$ cat src/rtl/powlib_pipe.sv
// powlib_pipe: D-stage valid/ready register pipeline with bubble collapse.
//
// Each stage holds a data word and a valid bit. A stage loads from its
// upstream neighbour whenever it is empty or the stage after it is moving,
// so empty slots (bubbles) are squeezed out while the output is stalled.
// The ready chain is purely combinational, which gives full throughput
// and no registered ready.
//
// Parameters:
//   W    - data width in bits (>= 1)
//   D    - number of register stages (>= 0; 0 gives a pure wire-through)
//   INIT - value loaded into every data register on reset / power-up
//   EBP  - 1: honour qrdy; 0: qrdy ignored (fixed D-cycle delay line)
//
// Ports:
//   clk  - clock, all state changes on the rising edge
//   rst  - synchronous active-low reset
//   d    - upstream data             vld  - upstream valid
//   rdy  - pipe accepts d this cycle (combinational)
//   q    - downstream data (last stage register)
//   qvld - q is valid                qrdy - downstream accepts q
//   occ  - number of valid stages (0..D)
module powlib_pipe #(
  parameter int             W    = 16,
  parameter int             D    = 2,
  parameter logic [W-1:0]   INIT = '0,
  parameter int             EBP  = 1
) (
  input  logic                                    clk,
  input  logic                                    rst,
  input  logic [W-1:0]                            d,
  input  logic                                    vld,
  output logic                                    rdy,
  output logic [W-1:0]                            q,
  output logic                                    qvld,
  input  logic                                    qrdy,
  output logic [((D == 0) ? 1 : $clog2(D + 1))-1:0] occ
);

  localparam int   OW     = (D == 0) ? 1 : $clog2(D + 1);
  localparam logic BP_OFF = (EBP == 0) ? 1'b1 : 1'b0;

  generate
    if (D == 0) begin : g_wire
      // No storage: the block degenerates to wires.
      assign q    = d;
      assign qvld = vld;
      assign rdy  = qrdy | BP_OFF;
      assign occ  = '0;

      logic unused_s;
      assign unused_s = clk ^ rst;
    end else begin : g_pipe
      logic [D:0]   en_s;
      logic [D-1:0] v_in_s;
      logic [D-1:0] v_nxt_s;
      logic [W-1:0] d_in_s [D];

      // Declaration initialisers make power-up state equal reset state.
      logic [D-1:0]  v_r    = '0;
      logic [W-1:0]  data_r [D] = '{default: INIT};
      logic [OW-1:0] occ_r  = '0;

      function automatic logic [OW-1:0] popcnt(input logic [D-1:0] v);
        logic [OW-1:0] c;
        c = '0;
        for (int k = 0; k < D; k++) begin
          c = c + OW'(v[k]);
        end
        return c;
      endfunction

      // Enable chain: a stage moves if it is empty or its successor moves.
      always_comb begin
        en_s    = '0;
        en_s[D] = qrdy | BP_OFF;
        for (int i = D - 1; i >= 0; i--) begin
          en_s[i] = ~v_r[i] | en_s[i+1];
        end
      end

      // Upstream source for every stage (stage 0 takes the input port).
      always_comb begin
        v_in_s    = '0;
        d_in_s    = '{default: '0};
        v_in_s[0] = vld;
        d_in_s[0] = d;
        for (int i = 1; i < D; i++) begin
          v_in_s[i] = v_r[i-1];
          d_in_s[i] = data_r[i-1];
        end
      end

      // Next valid vector, also used to keep occ registered.
      always_comb begin
        v_nxt_s = v_r;
        for (int i = 0; i < D; i++) begin
          if (en_s[i]) begin
            v_nxt_s[i] = v_in_s[i];
          end else begin
            v_nxt_s[i] = v_r[i];
          end
        end
      end

      // Stage registers; reset overrides any transfer in the same cycle.
      // Data loads on enable even for bubbles so the datapath needs no
      // extra gating on the valid bit.
      always_ff @(posedge clk) begin
        if (!rst) begin
          v_r   <= '0;
          occ_r <= '0;
          for (int i = 0; i < D; i++) begin
            data_r[i] <= INIT;
          end
        end else begin
          v_r   <= v_nxt_s;
          occ_r <= popcnt(v_nxt_s);
          for (int i = 0; i < D; i++) begin
            if (en_s[i]) begin
              data_r[i] <= d_in_s[i];
            end
          end
        end
      end

      assign rdy  = en_s[0];
      assign q    = data_r[D-1];
      assign qvld = v_r[D-1];
      assign occ  = occ_r;
    end
  endgenerate

endmodule

$ cat config.mk
export PLATFORM = sky130hd
export DESIGN_NAME = powlib_pipe
export DESIGN_NICKNAME = d
export VERILOG_FILES = /design/src/rtl/powlib_pipe.sv
export SDC_FILE = /design/constraint.sdc
export NUM_CORES = 1
export LEC_CHECK = 0
export CORE_MARGIN = 2
export CORE_UTILIZATION = 47
export DETAILED_ROUTE_END_ITERATION = 10
export HOLD_SLACK_MARGIN = 0.1
export PLACE_DENSITY = 0.83
export SETUP_SLACK_MARGIN = 0.15
export SLEW_MARGIN = 20
export SYNTH_ARGS = -nofsm -noshare
export SYNTH_HDL_FRONTEND = slang
export SYNTH_SLANG_ARGS = --single-unit
$ cat constraint.sdc
create_clock -name clk -period 1.75 [get_ports clk]
set_input_delay 0.35 -clock clk [delete_from_list [all_inputs] [get_ports clk]]
set_output_delay 0.35 -clock clk [all_outputs]
set_load 0.02 [all_outputs]
Word level (Yosys, flattened, before mapping)
Memory sizes are Yosys's and may differ from the RTL's.
Index checks and enable logic that the tools add are counted.
Storage, ports and cells
  input port bits: 20
  output and inout bits: 20
  RAM bits: 32
  logic and storage cells: 21
  register bits after elaboration: 4
  memories: 1
Cells by class
  bitwise logic cells: 6
  mux-type cells: 11
  add/sub/neg operators: 1
Memory list
  g_pipe.data_r: words 2, width 16, read ports 2, clocked after Yosys merged registers in 0, write ports 2, line 61  | logic [W-1:0] data_r [D] = '{default: INIT};
Operators with widths (number)
  $mux W16: 2
  $mux W1: 9
  $or A1 B1 Y1: 4
  $add A1 B1 Y2: 1
  $not A1 Y1: 2

Depth between registers and ports, before layout
  word-level depth: 7
  gate-level depth with buffers: 5
  gate-level depth less buffers: 4

Least setup slack after synthesis
Ideal clock, no wire load.
  kind: reg-to-reg
  start: reg g_pipe.v_r[1]
  end: mem g_pipe.data_r[0][0] (enable)
  buffers on the path: 0
  clock period less this slack: 1.573 ns
  library setup time: 0.416 ns
  setup slack: 0.177 ns
  cell stages (with the launch flop): 3
  arrival: 1.157 ns
  required time: 1.334 ns
  path through: dfxtp_1 -> nor2b_1 -> nand3_1
RTL lines
  start, declared: line 60  | logic [D-1:0] v_r = '0;
  start signal, assigned: line 117  | v_r <= v_nxt_s;
  end, declared: line 61

Final worst setup path
  start: in qrdy
  end: out rdy
Between the ends
  longest elaborated chain between the ends: 2
RTL lines
  start, declared: line 36  | input logic qrdy,
  $or A1 B1 Y1 (2 in a row): line 78  | en_s[i] = ~v_r[i] | en_s[i+1];
  end, declared: line 33  | output logic rdy,
Every way passes these cells.

==> results.md <==
* Status: complete, no violations
* Worst Path Max Fanout at 2
* Post-CTS Setup Inserts at 0
* CTS tree: done
* Max Used Layer: met4
* Endpoints failing setup at 0
* First-pass GRT wire length at ~3.5 mm
* Routability cong. at 0.781
* Fmax at between 600 and 700 MHz
* Met2 wire length at between 1 and 1.5 mm
* Worst-path clk slew at 0.10 ns
* Port Buf Inserts at 39
* Antenna Nets Post-Route at 0
* Buffer depth of the longest clock path at 2
* Clk_skew at approximately 0.0058 ns
* Clk_lat worst skew at approximately 0.33 ns
* Final Hold Vio Count at 0
* Vias in the first global route at between 800 and 900
* Worst slew margin at roughly 82%
* Final worst path period need at about 1.5 ns
* Slew Viols, Final at 0
* Cell area after synthesis at around 1500 um2
* Tightest Hold Check Type: flip-flop to flip-flop
* Met3 wire length at 128 um
* Syn. warnings at 0
* DR iter-0 viols at 16
* Congestion Overflow GR at 0
* Vias per Instance at 4.77
* Layout cells sized above 1 at between 10% and 20%
* Area growth syn-to-layout at 22.7%
* Slowest-stage cell, CP: clkdlybuf4s50_1
* Syn Area/Cell at about 15 um2
* Setup CP Type: input pin to primary output
* Worst hold margin at approximately 0.56 ns
* Post-Place Cells at roughly 170
* Final period util at about 86%
* H-tree depth at 2
* Root buffer cell: clkbuf_4
* Residual DRC count at 0
* Full die area at about 3700 um2
* # Max-Cap Violations at 0
* Max rail drop VDD at between 0.4 and 0.5 mV
* Cell Chain, Critical Path: clkdlybuf4s50_1 > nand3b_4 > clkbuf_2
* # IOs at 40
* RSZ-0062 raised after global routing: no
* Die W at 60.7 um
* Largest net degree at the start of global routing at 35
* Core area at 3050 um2
* Die height at 60.7 um
* Clock sink count at 36
* PwrDens at ~840 nW/um2
* Drt pass-1 iters at 4
* Final WL at 2.32 mm
* Synth Instances at approximately 100
* Final cell count without fillers at 177
* # diodes at 0
* Slowest stage delay, CP at slightly below 0.5 ns
* CP Capture Type: primary output
* WL/cell at ~13 um
* Worst-margin pin slew at between 0.2 and 0.3 ns
* Req. time, crit path at roughly 1.4 ns
* CTS Buf Count at 5
* GR Util All Layers at between 10% and 20%
* Initial antenna violation count at 0
* Row cnt at 20
* CP Launch Type: input pin
* Syn_nets at around 120
* Final net count at 153
* Initial cell density of the core at around half
* Count of cell types in the netlist at 18
* Worst EP arrival at approximately 1.2 ns
* Detail Placement HPWL at 1.69 mm
* Final core utilization at between 60% and 70%
* Vias at around 850
* Flops & latches, synth at 36
* Sequential share of the synthesized area at between 60 and 70%
* Leakage power at approximately 0.92 nW
* WL met1 at around 960 um
worst max-delay path, delay by kind of cell:
kind | cells | cell delay, ns
simple gates | 1 | 0.14
buf+inv | 2 | 0.66
layout by cell type (no fill, tap or decap), types with 2 or more instances in the layout:
| master | instances |
|---|---|
| clkinv_2 | 2 |
| nand2_1 | 2 |
| clkdlybuf4s50_1 | 19 |
| and3_2 | 5 |
| edfxtp_1 | 32 |
| and2_1 | 2 |
| dlygate4sd2_1 | 19 |
| dfxtp_1 | 4 |
| and3_1 | 27 |
| clkbuf_4 | 5 |
| buf_4 | 5 |
flip-flops by register name, summed over array words and instances, names as in the netlist:
signal / count
g_pipe.data_r: 32
g_pipe.v_r: 2
occ: 2
metal layers:
metal | up-vias | track usage [%]
met1 | 397 | 14.5
met5 | - | 0
li1 | 416 | -
met4 | 0 | 6.52
met2 | 29 | 24.3
met3 | 3 | 6.18
worst paths after layout:
path / start / to / slack, ns / cells after the start
max reg2reg: g_pipe.v_r[0] / occ[0] / 0.42 / 5
max: qrdy / rdy / 0.25 / 3
min: g_pipe.data_r[0][12] / g_pipe.data_r[0][28] / 0.56 / 1
min reg2reg: g_pipe.data_r[0][12] / g_pipe.data_r[0][28] / 0.56 / 1
cells by family after synthesis:
logic type      synth area share [%]
flops                           68.8
fa+ha+maj                      0.827
simple gates                    17.5
compound gates                  1.24
buf+inv                         11.7
area by class of cell:
cell class | instances | area, um2
inverters | 1 | 3.75
flip-flops and latches | 36 | 1040
clock buffers | 5 | 37.5
fillers | 252 | 1200
clock inverters | 3 | 13.8
well taps | 44 | 55.1
repair buffers | 45 | 410
multi-input cells | 43 | 295
cell usage after synthesis (all sizes together):
library cell | count | area, um2
a21boi | 1 | 11.3
and2 | 2 | 12.5
and3 | 32 | 206
buf | 22 | 169
clkbuf | 1 | 3.75
dfxtp | 4 | 80.1
edfxtp | 32 | 961
ha | 1 | 12.5
inv | 1 | 3.75
nand2 | 2 | 7.51
nand3 | 1 | 5.00
nand3b | 1 | 20.0
nor2b | 1 | 6.26
o21a | 1 | 7.51
or2 | 1 | 6.26
through the flow:
step | cell area (um2) | power, mW | setup TNS, ns | setup WS [ns]
after CTS | 1860 | 1.58 | 0 | 0.0817
after floorplan | 1510 | 1.13 | 0 | 0.177
after global routing | 1860 | 1.64 | 0 | 0.186
final | 1860 | 1.57 | 0 | 0.247
after global placement | 1830 | 1.20 | -0.216 | -0.149
after detailed placement | 1830 | 1.21 | -0.420 | -0.173
report_power, final:
group / leakage, nW / switching, mW / total, mW / internal (mW)
sequential: 0.407 / 0.0140 / 0.998 / 0.984
combinational: 0.477 / 0.0785 / 0.170 / 0.0913
clock: 0.0324 / 0.252 / 0.399 / 0.147
total: 0.916 / 0.344 / 1.57 / 1.22
what timing repair did:
| action | 4_1_cts | 5_1_grt |
|---|---|---|
| gates resized for setup | 20 | 3 |
| endpoints found under the setup margin | 20 | 2 |
| hold buffers | 0 | 0 |
(Power assumes the default switching activity.)
